--- config.mk ---
export PLATFORM = sky130hd
export DESIGN_NAME = tile_read_arbiter_flat
export DESIGN_NICKNAME = d
export VERILOG_FILES = /design/src/rtl/tile_read_arbiter_if.sv /design/src/rtl/tile_read_arbiter.sv /design/src/flat_wrapper.sv
export SDC_FILE = /design/constraint.sdc
export NUM_CORES = 1
export LEC_CHECK = 0
export ABC_AREA = 1
export ABC_CLOCK_PERIOD_IN_PS = 6000
export BUFFER_PORTS_ARGS = -buffer_cell sky130_fd_sc_hd__buf_2
export CAP_MARGIN = 20
export CORE_ASPECT_RATIO = 0.9
export CORE_MARGIN = 2
export CORE_UTILIZATION = 60
export CTS_BUF_LIST = sky130_fd_sc_hd__clkbuf_4 sky130_fd_sc_hd__clkbuf_8
export DETAILED_ROUTE_END_ITERATION = 12
export GPL_ROUTABILITY_DRIVEN = 0
export PLACE_DENSITY = 0.86
export SLEW_MARGIN = 20
export SYNTH_ARGS = -nofsm -noshare
export SYNTH_HDL_FRONTEND = slang
export SYNTH_SLANG_ARGS = --single-unit
--- constraint.sdc ---
create_clock -name iClk -period 6 [get_ports iClk]
set_input_delay 1.2 -clock iClk [delete_from_list [all_inputs] [get_ports iClk]]
set_output_delay 1.2 -clock iClk [all_outputs]
set_load 0.03 [all_outputs]
--- src/rtl/tile_read_arbiter_if.sv ---
// Tile read arbiter bundle: requester side, BRAM read-port side and status.
// Requests are level-held until the matching grant pulse.
// The arbiter never stalls its output stream; consumers must accept every oValid beat.
`timescale 1ns/1ps
interface tile_read_arbiter_if #(
  parameter int ADDR_W = 19
);
  logic              iFrameReady;
  logic              iReq0;
  logic              iReq1;
  logic [5:0]        iTileX0;
  logic [5:0]        iTileX1;
  logic [4:0]        iTileY0;
  logic [4:0]        iTileY1;
  logic              oGnt0;
  logic              oGnt1;
  logic              oEn;
  logic [ADDR_W-1:0] oAddr;
  logic              oValid;
  logic              oOwner;
  logic              oFirst;
  logic              oLast;
  logic              oErr;
  logic              oBusy;

  // Requester / test side
  modport master (
    output iFrameReady, iReq0, iReq1, iTileX0, iTileX1, iTileY0, iTileY1,
    input  oGnt0, oGnt1, oEn, oAddr, oValid, oOwner, oFirst, oLast, oErr, oBusy
  );

  // Arbiter side
  modport slave (
    input  iFrameReady, iReq0, iReq1, iTileX0, iTileX1, iTileY0, iTileY1,
    output oGnt0, oGnt1, oEn, oAddr, oValid, oOwner, oFirst, oLast, oErr, oBusy
  );
endinterface

--- src/rtl/tile_read_arbiter.sv ---
// Round-robin arbiter that streams one 16x16 tile per grant out of a frame BRAM.
// Latency: grant -> first oEn 1 cycle, oEn -> oValid RD_LAT cycles; one idle cycle between bursts.
// Backpressure: none on the data side; requesters simply wait (level-held) until granted.
`timescale 1ns/1ps
module tile_read_arbiter #(
  parameter int IMG_WIDTH   = 640,
  parameter int TILE_WIDTH  = 16,
  parameter int TILE_HEIGHT = 16,
  parameter int NUM_TILES_X = 40,
  parameter int NUM_TILES_Y = 30,
  parameter int ADDR_W      = 19,
  parameter int RD_LAT      = 2
) (
  input logic                iClk,
  input logic                iRst,
  tile_read_arbiter_if.slave bus
);

  localparam int COL_W = $clog2(TILE_WIDTH);
  localparam int ROW_W = $clog2(TILE_HEIGHT);

  typedef enum logic {IDLE, ISSUE} state_t;

  state_t            state;
  logic              prio;       // requester favoured on the next contested grant
  logic              owner_q;    // requester that owns the current burst
  logic [5:0]        tx_q;
  logic [4:0]        ty_q;
  logic [ROW_W-1:0]  row_q;
  logic [COL_W-1:0]  col_q;
  logic              en_q;
  logic [ADDR_W-1:0] addr_q;
  logic              gnt0_q;
  logic              gnt1_q;
  logic              err_q;
  logic              fst_q;
  logic              lst_q;
  logic [RD_LAT-1:0] vld_p;
  logic [RD_LAT-1:0] own_p;
  logic [RD_LAT-1:0] fst_p;
  logic [RD_LAT-1:0] lst_p;

  logic              req0_m;
  logic              req1_m;
  logic              any_req;
  logic              pick;
  logic [5:0]        pick_x;
  logic [4:0]        pick_y;
  logic              pick_bad;
  logic              row_last;
  logic              col_last;
  logic [ADDR_W-1:0] addr_full;

  // Arbitration: a requester whose grant pulse is showing this cycle is masked,
  // so a requester that drops its level on seeing the grant is never served twice.
  always_comb begin
    req0_m   = bus.iReq0 & ~gnt0_q;
    req1_m   = bus.iReq1 & ~gnt1_q;
    any_req  = req0_m | req1_m;
    pick     = (req0_m & req1_m) ? prio : req1_m;
    pick_x   = pick ? bus.iTileX1 : bus.iTileX0;
    pick_y   = pick ? bus.iTileY1 : bus.iTileY0;
    pick_bad = (32'(pick_x) >= 32'(NUM_TILES_X)) || (32'(pick_y) >= 32'(NUM_TILES_Y));
  end

  assign row_last = (row_q == ROW_W'(TILE_HEIGHT - 1));
  assign col_last = (col_q == COL_W'(TILE_WIDTH - 1));

  // Full-width address arithmetic, truncated to the BRAM address width
  assign addr_full = ADDR_W'(((32'(ty_q) * 32'(TILE_HEIGHT) + 32'(row_q)) * 32'(IMG_WIDTH))
                             + 32'(tx_q) * 32'(TILE_WIDTH) + 32'(col_q));

  // Control FSM: grant in IDLE, walk the tile in raster order in ISSUE
  always_ff @(posedge iClk) begin
    if (iRst) begin
      state   <= IDLE;
      prio    <= 1'b0;
      owner_q <= 1'b0;
      tx_q    <= '0;
      ty_q    <= '0;
      row_q   <= '0;
      col_q   <= '0;
      en_q    <= 1'b0;
      addr_q  <= '0;
      gnt0_q  <= 1'b0;
      gnt1_q  <= 1'b0;
      err_q   <= 1'b0;
      fst_q   <= 1'b0;
      lst_q   <= 1'b0;
    end else begin
      gnt0_q <= 1'b0;
      gnt1_q <= 1'b0;
      err_q  <= 1'b0;
      en_q   <= 1'b0;
      fst_q  <= 1'b0;
      lst_q  <= 1'b0;
      case (state)
        IDLE: begin
          if (bus.iFrameReady && any_req) begin
            gnt0_q  <= ~pick;
            gnt1_q  <= pick;
            prio    <= ~pick;
            owner_q <= pick;
            tx_q    <= pick_x;
            ty_q    <= pick_y;
            row_q   <= '0;
            col_q   <= '0;
            if (pick_bad) begin
              err_q <= 1'b1;
            end else begin
              state <= ISSUE;
            end
          end
        end
        ISSUE: begin
          en_q   <= 1'b1;
          addr_q <= addr_full;
          fst_q  <= (row_q == '0) && (col_q == '0);
          lst_q  <= row_last && col_last;
          if (col_last) begin
            col_q <= '0;
            row_q <= row_q + 1'b1;
            if (row_last) begin
              state <= IDLE;
            end
          end else begin
            col_q <= col_q + 1'b1;
          end
        end
        default: state <= IDLE;
      endcase
    end
  end

  // Read-latency shadow pipeline, free-running alongside the BRAM
  always_ff @(posedge iClk) begin
    if (iRst) begin
      vld_p <= '0;
      own_p <= '0;
      fst_p <= '0;
      lst_p <= '0;
    end else begin
      vld_p[0] <= en_q;
      own_p[0] <= owner_q;
      fst_p[0] <= fst_q;
      lst_p[0] <= lst_q;
      for (int i = 1; i < RD_LAT; i++) begin
        vld_p[i] <= vld_p[i-1];
        own_p[i] <= own_p[i-1];
        fst_p[i] <= fst_p[i-1];
        lst_p[i] <= lst_p[i-1];
      end
    end
  end

  assign bus.oGnt0  = gnt0_q;
  assign bus.oGnt1  = gnt1_q;
  assign bus.oErr   = err_q;
  assign bus.oEn    = en_q;
  assign bus.oAddr  = addr_q;
  assign bus.oValid = vld_p[RD_LAT-1];
  assign bus.oOwner = own_p[RD_LAT-1];
  assign bus.oFirst = fst_p[RD_LAT-1];
  assign bus.oLast  = lst_p[RD_LAT-1];
  assign bus.oBusy  = (state == ISSUE) | en_q | (|vld_p);

endmodule

--- src/flat_wrapper.sv ---
// flat-port wrapper written by rule: the top's interface ports become plain ports
module tile_read_arbiter_flat 
#(
  parameter int IMG_WIDTH   = 640,
  parameter int TILE_WIDTH  = 16,
  parameter int TILE_HEIGHT = 16,
  parameter int NUM_TILES_X = 40,
  parameter int NUM_TILES_Y = 30,
  parameter int ADDR_W      = 19,
  parameter int RD_LAT      = 2
)
  (iClk, iRst, bus_iFrameReady, bus_iReq0, bus_iReq1, bus_iTileX0, bus_iTileX1, bus_iTileY0, bus_iTileY1, bus_oGnt0, bus_oGnt1, bus_oEn, bus_oAddr, bus_oValid, bus_oOwner, bus_oFirst, bus_oLast, bus_oErr, bus_oBusy);
  tile_read_arbiter_if #(.ADDR_W(ADDR_W)) bus_i ();
  input logic iClk;
  input logic iRst;
  input wire logic [$bits(bus_i.iFrameReady)-1:0] bus_iFrameReady;
  input wire logic [$bits(bus_i.iReq0)-1:0] bus_iReq0;
  input wire logic [$bits(bus_i.iReq1)-1:0] bus_iReq1;
  input wire logic [$bits(bus_i.iTileX0)-1:0] bus_iTileX0;
  input wire logic [$bits(bus_i.iTileX1)-1:0] bus_iTileX1;
  input wire logic [$bits(bus_i.iTileY0)-1:0] bus_iTileY0;
  input wire logic [$bits(bus_i.iTileY1)-1:0] bus_iTileY1;
  output wire logic [$bits(bus_i.oGnt0)-1:0] bus_oGnt0;
  output wire logic [$bits(bus_i.oGnt1)-1:0] bus_oGnt1;
  output wire logic [$bits(bus_i.oEn)-1:0] bus_oEn;
  output wire logic [$bits(bus_i.oAddr)-1:0] bus_oAddr;
  output wire logic [$bits(bus_i.oValid)-1:0] bus_oValid;
  output wire logic [$bits(bus_i.oOwner)-1:0] bus_oOwner;
  output wire logic [$bits(bus_i.oFirst)-1:0] bus_oFirst;
  output wire logic [$bits(bus_i.oLast)-1:0] bus_oLast;
  output wire logic [$bits(bus_i.oErr)-1:0] bus_oErr;
  output wire logic [$bits(bus_i.oBusy)-1:0] bus_oBusy;
  assign bus_i.iFrameReady = bus_iFrameReady;
  assign bus_i.iReq0 = bus_iReq0;
  assign bus_i.iReq1 = bus_iReq1;
  assign bus_i.iTileX0 = bus_iTileX0;
  assign bus_i.iTileX1 = bus_iTileX1;
  assign bus_i.iTileY0 = bus_iTileY0;
  assign bus_i.iTileY1 = bus_iTileY1;
  assign bus_oGnt0 = bus_i.oGnt0;
  assign bus_oGnt1 = bus_i.oGnt1;
  assign bus_oEn = bus_i.oEn;
  assign bus_oAddr = bus_i.oAddr;
  assign bus_oValid = bus_i.oValid;
  assign bus_oOwner = bus_i.oOwner;
  assign bus_oFirst = bus_i.oFirst;
  assign bus_oLast = bus_i.oLast;
  assign bus_oErr = bus_i.oErr;
  assign bus_oBusy = bus_i.oBusy;
  tile_read_arbiter #(.IMG_WIDTH(IMG_WIDTH), .TILE_WIDTH(TILE_WIDTH), .TILE_HEIGHT(TILE_HEIGHT), .NUM_TILES_X(NUM_TILES_X), .NUM_TILES_Y(NUM_TILES_Y), .ADDR_W(ADDR_W), .RD_LAT(RD_LAT)) u_core (.iClk(iClk), .iRst(iRst), .bus(bus_i));
endmodule
==> parameters.txt, run 1 <==
Parameter                              Value

Status
  Outcome    finished clean

Clock tree
  CTS H-Tree Depth    2
  Number of buffers added by the clock tree synthesis step    5
  Number of post-CTS setup repair buffers    0
  Clock root buffer master    clkbuf_8
  Max clock buf depth    2
  Clock insertion delay at the later pin of the skew report    roughly 0.31 ns
  Clock Sink Count    55
  Clock tree from TritonCTS    done
  Clock transition at the register clock pins on the worst setup and hold paths after CTS    0.09 ns
  Hold Buf Count CTS    0
  Number of gates resized after CTS    0

Timing
  Total Negative Setup Slacks    0 ns
  Count of pins over their slew limit    0
  Setup violators final    0
  Transition time at the pin with the least slew margin    approximately 0.94 ns
  Number of hold-slack violations in the final timing report    0
  Fmax    between 300 and 400 MHz
  Fin Clk Skew    0.0120 ns
  Relative slew margins    a little under two fifths
  Worst slack on hold paths    ~0.41 ns
  Setup repair after global routing missed its margin    no
  Shortest clock period the worst path allows after layout    about 3.2 ns
  Final critical-path share of the clock period    a little over half

Die
  Number of cell rows    23
  Number of top-level pins    55
  X dimension of the die    between 70 and 80 microns
  Starting density of the core    ~64%
  Placeable core area    4520 sq um
  Die Ht    about 70 microns
  Floorplan die area    roughly 5400 sq um

Power and ir drop
  Static Leak    ~1.7 nW
  Worst VDD drop    approximately 0.00015 V
  Net switching share of the total power    32.2%
  P_sw    roughly 0.26 mW
  Power density over the cells    approximately 250 nW/um^2
  Design internal power    about 0.55 mW
  Part of the power in the clock network    between 20% and 30%
  Sequential fraction of design power    51.0%
  Fraction of power consumed by combinational cells    between 20% and 30%

Drt
  Average wire length per cell after detail routing    about 12 microns
  Residual antenna-violating net count after detailed routing    0
  Total number of vias    roughly 2600
  Total Routed Length    about 6 mm
  Drt pass-1 iters    4
  Drt via density    ~5
  Remaining routing DRC violations    0
  Starting DRC count in detailed routing    between 100 and 150

Final layout
  Core utilization of the finished layout    just over 70%
  Area delta synth->final    14.1%
  Final nets    between 400 and 500
  Proportion of layout cells with a drive suffix above 1    24.0%
  Number of diodes    0
  Number of cells in the finished layout apart from fillers    503
  Area of all placed cells without fillers    roughly 3300 sq um
  Count of filler cells inserted in the layout    between 300 and 400
  Most common cell after layout, fill and taps aside    nand2_1
  Most frequent cells in the layout    nand2_1, dfxtp_1, buf_2

Critical path
  Worst Path Arrival    between 1.5 and 2 ns
  CP startpoint kind    flip-flop
  Worst-case register-to-register setup slack    around 3.7 ns
  Worst reg2reg path depth    13
  Origin of the critical flop-to-flop path    u_core.row_q[1]
  Maximum fanout along the worst path    30
  Data required time at the worst endpoint    4.80 ns
  Type of destination of the critical path    primary output
  Capture point of the worst reg-to-reg path    u_core.bus.oAddr[16]
  Type of the worst setup path    flip-flop to primary output

Yosys
  Largest family of logic cells by synthesized area    simple AND/OR/NAND/NOR gates
  Flip-flop and latch count after synthesis    55
  Share of synthesized flip-flops with an asynchronous set or reset    0%
  Net count after synthesis    about 440
  Avg Inst Size Synth    approximately 7.4 sq um
  Synth Instances    just under 400
  Synth Area in XOR/XNOR    about 1.2%
  Yosys warning total    0
  Sequential element share of the synthesized area    38.3%
  Basic-gate share of the synthesized area counting and, or, nand and nor cells    between 20% and 30%
  Post-synth design cell area    between 2000 and 3000 sq um
  Post-Synth Adder-Cell Area    between 10% and 20%
  Most common flop cell mapped by yosys    dfxtp_1
  Count of cell types in the netlist    38
  Complex-gate fraction of the synthesized area    roughly an eighth
  Number of enable flip-flop cells after synthesis    0
  Post-synthesis mux area share    0%

Global routing
  Antenna violations before repair    0
  All-layer global routing usage    24.0%
  Vias in the first global route    2405
  Pin count of the biggest net entering global routing    31
  Global route overflow    0
  Wire length of the first global-routing pass    about 10 mm

Worst hold path
  Kind of path behind the tightest hold check    flip-flop to flip-flop
  Beginning of the worst hold path    u_core.own_p[0]
  Number of cells traversed by the worst hold path    2
  Sink of the worst hold path    u_core.own_p[1]

Job
  Number of max-capacitance violations reported    0

Placement
  Placed standard-cell area    ~3200 sq um
  Hpwl dp    around 4.6 mm
  Number of cells after detailed placement    495
  Port buffer count    54
-- cell type report --
| cell class | instances | area, sq um | share of cell area (%) |
|---|---|---|---|
| Multi-Input combinational cell | 262 | 1500 | 45.7 |
| Sequential cell | 55 | 1100 | 33.6 |
| Timing Repair Buffer | 54 | 270 | 8.24 |
| Inverter | 62 | 233 | 7.10 |
| Clock buffer | 7 | 90.1 | 2.75 |
| Tap cell | 62 | 77.6 | 2.37 |
| Clock inverter | 1 | 8.76 | 0.267 |
-- worst max-delay path by stage --
stage                 start         to  slack [ns]  depth (start not counted)
2_1_floorplan  u_core.state  bus_oBusy        3.81                          3
3_3_place_gp   u_core.state  bus_oBusy        3.24                          3
3_5_place_dp   u_core.state  bus_oBusy        3.19                          3
4_1_cts        u_core.state  bus_oBusy        2.85                          3
5_1_grt        u_core.state  bus_oBusy        2.66                          3
6_report       u_core.state  bus_oBusy        2.82                          3
-- worst max-delay path, stage by stage, from the launching register on --
cell and delay (ns):
dfxtp_1 0.95, inv_2 0.34, nand3_1 0.17, buf_2 0.20
-- power by group through the flow --
stage                     combinational (mW)  clock, mW  sequential (mW)
after floorplan                        0.107          0            0.445
after global placement                 0.174          0            0.421
after detailed placement               0.179          0            0.422
after CTS                              0.180      0.221            0.413
after global routing                   0.200      0.238            0.417
final                                  0.180      0.218            0.414
-- cell usage after synthesis, types with 3 or more instances --
cell type  instances  share of area [%]
inv_2             15                2.0
inv_1             46                6.0
o21ai_0           20                3.5
o21ai_1           10                1.7
nand2_1           73                9.5
a21oi_1           14                2.4
nor2_1            41                5.4
nand3_1           24                4.2
nand3_2            4                1.4
nor4_1             3               0.65
buf_2              4               0.70
dfxtp_1           55                 38
a22o_1             3               0.91
nor2_2             6                1.3
nor3_1             4               0.70
nand4_1            3               0.65
ha_1              21                9.1
nand2_2           13                2.8
-- metal layers --
layer  global-route usage, %  vias up  part of all wire [%]  wire [microns]
met4                    9.29        0                   1.4              85
met1                    30.6     1130                    46            2760
met2                    40.4       81                    47            2830
met3                    4.43        9                   5.5             330
met5                       0        -                     0               0
li1                        -     1344                     -               -
-- metrics by stage --
stage | power, mW | worst slack [ns]
6_report | 0.812 | 2.82
4_1_cts | 0.814 | 2.85
5_1_grt | 0.855 | 2.66
3_3_place_gp | 0.594 | 3.24
2_1_floorplan | 0.552 | 3.81
3_5_place_dp | 0.601 | 3.19
-- flip-flops by register name, summed over array words and instances (netlist names), 2 cells and up --
name,cells
u_core.bus.oAddr,19
u_core.tx_q,6
u_core.ty_q,5
u_core.col_q,4
u_core.row_q,4
u_core.fst_p,2
u_core.lst_p,2
u_core.own_p,2
u_core.vld_p,2
-- logic make-up after synthesis --
group | after synthesis
flops | 55
fa+ha+maj | 23
buf+inv | 70
simple gates | 177
compound gates | 58
xor+xnor | 4
(Power assumes the default switching activity.)
==> run 2: changes to the inputs <==
--- a/config.mk
+++ b/config.mk
@@ -6,16 +6,16 @@
 export NUM_CORES = 1
 export LEC_CHECK = 0
 export ABC_AREA = 1
-export ABC_CLOCK_PERIOD_IN_PS = 6000
+export ABC_CLOCK_PERIOD_IN_PS = 3200
 export BUFFER_PORTS_ARGS = -buffer_cell sky130_fd_sc_hd__buf_2
 export CAP_MARGIN = 20
 export CORE_ASPECT_RATIO = 0.9
 export CORE_MARGIN = 2
-export CORE_UTILIZATION = 60
+export CORE_UTILIZATION = 57
 export CTS_BUF_LIST = sky130_fd_sc_hd__clkbuf_4 sky130_fd_sc_hd__clkbuf_8
 export DETAILED_ROUTE_END_ITERATION = 12
 export GPL_ROUTABILITY_DRIVEN = 0
-export PLACE_DENSITY = 0.86
+export PLACE_DENSITY = 0.82
 export SLEW_MARGIN = 20
 export SYNTH_ARGS = -nofsm -noshare
 export SYNTH_HDL_FRONTEND = slang
==> constraint.sdc (replaced) <==
create_clock -name iClk -period 3.2 [get_ports iClk]
set_input_delay 0.64 -clock iClk [delete_from_list [all_inputs] [get_ports iClk]]
set_output_delay 0.64 -clock iClk [all_outputs]
set_load 0.03 [all_outputs]
==> run 2 against run 1 <==
Sequential share of layout area is 0.19 points lower. Largest power group unchanged. Clock skew is 0.0058 ns lower. First-iteration DRC count up 24%. Critical path depth up 8. Die area grew 5.0%. Clock power up 110%. Critical path type is now flip-flop to flip-flop. Via count is 0.59% higher.
==> parameters.txt, run 2 (same netlist as run 1, synthesis figures left out) <==
Parameter                              Value

Global routing
  Wire length of the first global-routing pass    around 11 mm
  All-layer global routing usage    23.8%
  Vias in the first global route    between 2000 and 2500
  Pin count of the biggest net entering global routing    30
  Global route overflow    0
  Antenna violations before repair    0

Clock tree
  Clock tree from TritonCTS    done
  Clock root buffer master    clkbuf_8
  Hold Buf Count CTS    0
  Number of gates resized after CTS    0
  CTS H-Tree Depth    2
  Number of post-CTS setup repair buffers    0
  Number of buffers added by the clock tree synthesis step    5
  Clock Sink Count    55
  Max clock buf depth    2
  Clock transition at the register clock pins on the worst setup and hold paths after CTS    around 0.090 ns
  Clock insertion delay at the later pin of the skew report    roughly 0.31 ns

Drt
  Residual antenna-violating net count after detailed routing    0
  Average wire length per cell after detail routing    roughly 12 microns
  Remaining routing DRC violations    0
  Total Routed Length    5.99 mm
  Total number of vias    2579
  Drt via density    between 5 and 6
  Drt pass-1 iters    5
  Starting DRC count in detailed routing    roughly 150

Critical path
  Biggest cell delay along the critical path    roughly 0.42 ns
  Data required time at the worst endpoint    between 3 and 4 ns
  CP startpoint kind    flip-flop
  Capture point of the worst reg-to-reg path    u_core.bus.oAddr[17]
  Slowest cell on the critical path    fa_1
  Worst Path Arrival    around 2.5 ns
  Combined buffer and inverter count along the critical path    0
  CP cell instances    ha_1 > ha_1 > fa_1 > nand2_1 > nand3_4 > nor2_4 > nand3_2 > nor2_2 > a21oi_1 > nor2_1 > nor2_1
  Depth of the critical timing path with buffers and inverters included    11
  Critical path destination    u_core.bus.oAddr[17]
  Crit path from    u_core.row_q[1]
  Gate family responsible for the most delay along the worst path    adder cells
  Worst reg2reg path depth    11
  Maximum fanout along the worst path    4
  Type of destination of the critical path    flip-flop
  Origin of the critical flop-to-flop path    u_core.row_q[1]
  Type of the worst setup path    flip-flop to flip-flop
  Worst-case register-to-register setup slack    approximately 0.96 ns

Die
  Starting density of the core    between 50% and 60%
  Floorplan die area    approximately 5600 sq um
  X dimension of the die    just under 80 microns
  Placeable core area    about 4900 sq um
  Number of cell rows    24
  Die Ht    71.4 microns
  Number of top-level pins    55

Timing
  Fin Clk Skew    approximately 0.0063 ns
  Final worst setup slack    ~0.96 ns
  Final critical-path share of the clock period    between 70% and 80%
  Setup violators final    0
  Count of pins over their slew limit    0
  Shortest clock period the worst path allows after layout    roughly 2.2 ns
  Number of hold-slack violations in the final timing report    0
  Setup repair after global routing missed its margin    no
  Relative slew margins    around 64%
  Total Negative Setup Slacks    0 ns
  Fmax    approximately 450 MHz
  Transition time at the pin with the least slew margin    ~0.54 ns

Power and ir drop
  Worst VDD drop    ~0.00028 V
  Power density over the cells    476 nW/um^2
  Static Leak    approximately 1.7 nW

Placement
  Dpl ws    around 0.97 ns
  Port buffer count    54
  Hpwl dp    ~4.6 mm
  Placed standard-cell area    between 3000 and 4000 sq um

Final layout
  Count of filler cells inserted in the layout    between 400 and 500
  Area delta synth->final    14.7%
  Area of all placed cells without fillers    ~3300 sq um
  Most frequent cells in the layout    nand2_1, dfxtp_1, buf_2
  Most common cell after layout, fill and taps aside    nand2_1
  Core utilization of the finished layout    approximately two thirds
  Largest register FFs    19
  Number of diodes    0
  Proportion of layout cells with a drive suffix above 1    24.0%
  Final nets    491

Worst hold path
  Number of cells traversed by the worst hold path    2
  Kind of path behind the tightest hold check    flip-flop to flip-flop

Job
  Number of max-capacitance violations reported    0

Status
  Outcome    finished clean
-- run 2: layout make-up --
type / count / area (sq um) / share of cell area (%)
multi-input combinational: 262 / 1500 / 45.4
sequential: 55 / 1100 / 33.4
timing repair buffer: 55 / 278 / 8.43
inverter: 62 / 233 / 7.06
tap: 65 / 81.3 / 2.47
clock buffer: 6 / 76.3 / 2.31
clock inverter: 1 / 30.0 / 0.911
-- run 2: worst min path at each step --
stage	start	to	slack (ns)
after floorplan	u_core.fst_q	u_core.fst_p[0]	0.39
after global placement	u_core.fst_p[0]	u_core.fst_p[1]	0.39
after detailed placement	u_core.lst_p[0]	u_core.lst_p[1]	0.39
after CTS	u_core.lst_p[0]	u_core.lst_p[1]	0.41
after global routing	u_core.lst_q	u_core.lst_p[0]	0.43
final	u_core.lst_p[0]	u_core.lst_p[1]	0.41
-- run 2: routing by layer --
layer | GRT usage, % | up-vias | wire [microns]
li1 | - | 1350 | -
met1 | 30.7 | 1172 | 2930
met2 | 40.6 | 50 | 2770
met3 | 4.03 | 7 | 206
met4 | 8.62 | 0 | 81
met5 | 0 | - | 0
-- run 2: per-stage QoR --
step | std cells | hold slack (ns) | power, mW
global placement | 499 | 0.389 | 1.12
detailed placement | 499 | 0.393 | 1.13
global route | 506 | 0.425 | 1.66
finish | 506 | 0.406 | 1.57
floorplan | 387 | 0.388 | 1.04
CTS | 506 | 0.406 | 1.58
-- run 2: power breakdown --
part | switching, mW | leakage (nW) | internal (mW)
Combinational | 0.238 | 1.17 | 0.112
Clock | 0.217 | 0.0547 | 0.238
Sequential | 0.0276 | 0.448 | 0.735
-- run 2: worst reg2reg max path, cell delays in order (launching register included) --
cell,delay [ns]
dfxtp_1,0.36
ha_1,0.31
ha_1,0.24
fa_1,0.42
nand2_1,0.15
nand3_4,0.10
nor2_4,0.13
nand3_2,0.11
nor2_2,0.12
a21oi_1,0.08
nor2_1,0.10
nor2_1,0.04
==> run 3: changes to the inputs <==
--- a/config.mk
+++ b/config.mk
@@ -6,7 +6,7 @@
 export NUM_CORES = 1
 export LEC_CHECK = 0
 export ABC_AREA = 1
-export ABC_CLOCK_PERIOD_IN_PS = 3200
+export ABC_CLOCK_PERIOD_IN_PS = 2300
 export BUFFER_PORTS_ARGS = -buffer_cell sky130_fd_sc_hd__buf_2
 export CAP_MARGIN = 20
 export CORE_ASPECT_RATIO = 0.9
==> constraint.sdc (replaced) <==
create_clock -name iClk -period 2.3 [get_ports iClk]
set_input_delay 0.46 -clock iClk [delete_from_list [all_inputs] [get_ports iClk]]
set_output_delay 0.46 -clock iClk [all_outputs]
set_load 0.03 [all_outputs]
==> run 3 against run 2 <==
Register-to-register slack got worse by 0.86 ns. Critical endpoint is now u_core.bus.oAddr[16]. Largest cell class unchanged. Hold slack got worse by 0.053 ns. Combinational power rose by 41%. Non-clock buffer count rose by 2. Worst setup slack got worse by 0.86 ns. Die area did not move. Sequential cell count did not move. Core utilization rose by 1.1 points. Sequential power rose by 39%.
==> parameters.txt, run 3 (same netlist as run 1, synthesis figures left out) <==
Parameter                              Value

Status
  Outcome    finished clean

Timing
  Transition time at the pin with the least slew margin    approximately 0.32 ns
  Fin Clk Skew    about 0.0071 ns
  Final worst setup slack    roughly 0.095 ns
  Final critical-path share of the clock period    between 90% and 100%
  Setup violators final    0
  Setup repair after global routing missed its margin    no
  Count of pins over their slew limit    0
  Shortest clock period the worst path allows after layout    2.21 ns
  Number of hold-slack violations in the final timing report    0
  Relative slew margins    approximately four fifths
  Total Negative Setup Slacks    0 ns
  Fmax    roughly 450 MHz

Placement
  Port buffer count    54
  Hpwl dp    approximately 4.7 mm
  Dpl ws    about 0.067 ns
  Number of cells after detailed placement    about 500

Critical path
  Worst reg2reg path depth    12
  CP startpoint kind    flip-flop
  Origin of the critical flop-to-flop path    u_core.row_q[0]
  Gate family responsible for the most delay along the worst path    adder cells
  Worst Path Arrival    approximately 2.4 ns
  Depth of the critical timing path with buffers and inverters included    12
  Combined buffer and inverter count along the critical path    2
  Slowest cell on the critical path    fa_2
  Worst-case register-to-register setup slack    around 0.095 ns
  Data required time at the worst endpoint    about 2.5 ns
  Capture point of the worst reg-to-reg path    u_core.bus.oAddr[16]
  Cell repeated most along the worst path    nand2_1
  Biggest cell delay along the critical path    around 0.60 ns
  Maximum fanout along the worst path    6
  Type of the worst setup path    flip-flop to flip-flop
  Type of destination of the critical path    flip-flop
  CP cell instances    ha_1 > ha_4 > fa_2 > nand3_4 > inv_1 > nand3_2 > nor2_4 > nand2_1 > nand2_1 > nand3_1 > nand2_1 > inv_1

Worst hold path
  Beginning of the worst hold path    bus_iTileY1[0]
  Sink of the worst hold path    u_core.ty_q[0]
  Number of cells traversed by the worst hold path    3
  Kind of path behind the tightest hold check    primary input to flip-flop

Die
  X dimension of the die    approximately 80 microns
  Number of cell rows    24
  Starting density of the core    roughly three fifths
  Placeable core area    4860 sq um
  Die Ht    71.4 microns
  Floorplan die area    around 5600 sq um
  Number of top-level pins    between 50 and 60

Power and ir drop
  Static Leak    1.67 nW
  Total Power    2.12 mW
  Worst VDD drop    0.000461 V
  Power density over the cells    ~630 nW/um^2

Final layout
  Number of diodes    0
  Multi-input gate area in the final layout    between 1500 and 2000 sq um
  Number of cells in the finished layout apart from fillers    ~500
  Final nets    493
  Proportion of layout cells with a drive suffix above 1    a little over a quarter
  Most frequent cells in the layout    nand2_1, buf_2, dfxtp_1
  Largest register FFs    19
  Sequential standard cell area    around 1100 sq um
  Most common cell after layout, fill and taps aside    nand2_1
  Count of filler cells inserted in the layout    about 420
  Area delta synth->final    16.6%

Clock tree
  Number of gates resized after CTS    0
  Number of buffers added by the clock tree synthesis step    5
  Clock Sink Count    55
  Number of post-CTS setup repair buffers    0
  Clock root buffer master    clkbuf_8
  Max clock buf depth    2
  Hold Buf Count CTS    0
  Clock transition at the register clock pins on the worst setup and hold paths after CTS    0.10 ns
  CTS H-Tree Depth    2
  Clock tree from TritonCTS    done
  Clock insertion delay at the later pin of the skew report    0.30 ns

Drt
  Remaining routing DRC violations    0
  Starting DRC count in detailed routing    219
  Residual antenna-violating net count after detailed routing    0
  Drt pass-1 iters    4
  Average wire length per cell after detail routing    12.2 microns
  Total Routed Length    6.23 mm
  Total number of vias    between 2000 and 3000
  Drt via density    about 5

Global routing
  Antenna violations before repair    0
  Global route overflow    0
  Pin count of the biggest net entering global routing    30
  Vias in the first global route    2455
  Wire length of the first global-routing pass    10.4 mm
  All-layer global routing usage    22.7%

Job
  Number of max-capacitance violations reported    0
==> run 3: cell types whose count changed in the layout (fill, tap and decap cells not counted), moves of 2 or more <==
cell,delta
dfxtp_1,-3
buf_4,+2
dfxtp_2,+2
ha_1,-2
ha_4,+2
==> run 3: final cells by class <==
type	instances	share of cell area, %
inverter	62	6.95
multi-input combinational	262	45.9
clock inverter	1	0.261
clock buffer	7	2.69
tap	65	2.43
timing repair buffer	57	8.74
sequential	55	33.0
==> run 3: worst max path at each step <==
| stage | start | endpoint | slack (ns) |
|---|---|---|---|
| detailed placement | u_core.row_q[1] | u_core.bus.oAddr[16] | 0.07 |
| global route | u_core.row_q[0] | u_core.bus.oAddr[16] | 0.002 |
| CTS | u_core.row_q[1] | u_core.bus.oAddr[16] | 0.03 |
| floorplan | u_core.row_q[1] | u_core.bus.oAddr[17] | 0.22 |
| global placement | u_core.row_q[1] | u_core.bus.oAddr[16] | 0.15 |
| finish | u_core.row_q[0] | u_core.bus.oAddr[16] | 0.09 |
==> run 3: metal layers <==
layer / GRT usage (%) / share of wire (%) / vias up
li1: - / - / 1349
met1: 30.3 / 47 / 1171
met2: 38.7 / 46 / 85
met3: 3.40 / 5.2 / 12
met4: 6.32 / 1.6 / 0
met5: 0 / 0 / -
==> run 3: worst reg2reg max path: stages (launching register included) <==
cell and delay (ns):
dfxtp_2 0.36, ha_1 0.25, ha_4 0.19, fa_2 0.60, nand3_4 0.09, inv_1 0.09
nand3_2 0.11, nor2_4 0.13, nand2_1 0.07, nand2_1 0.06, nand3_1 0.06, nand2_1 0.07
inv_1 0.03
==> run 3: power by group <==
part	switching (mW)	internal, mW	total, mW	leakage (nW)
Combinational	0.336	0.159	0.495	1.17
Sequential	0.0390	1.02	1.06	0.450
Clock	0.306	0.259	0.565	0.0519
Total	0.681	1.44	2.12	1.67
==> run 3: stage by stage <==
step                hold slack, ns  area [sq um]  utilization (%)
floorplan                    0.388          2870                -
global placement             0.390          3210             65.9
detailed placement           0.396          3210             65.9
CTS                          0.350          3300             67.9
global route                 0.354          3350             68.9
finish                       0.353          3350             68.9
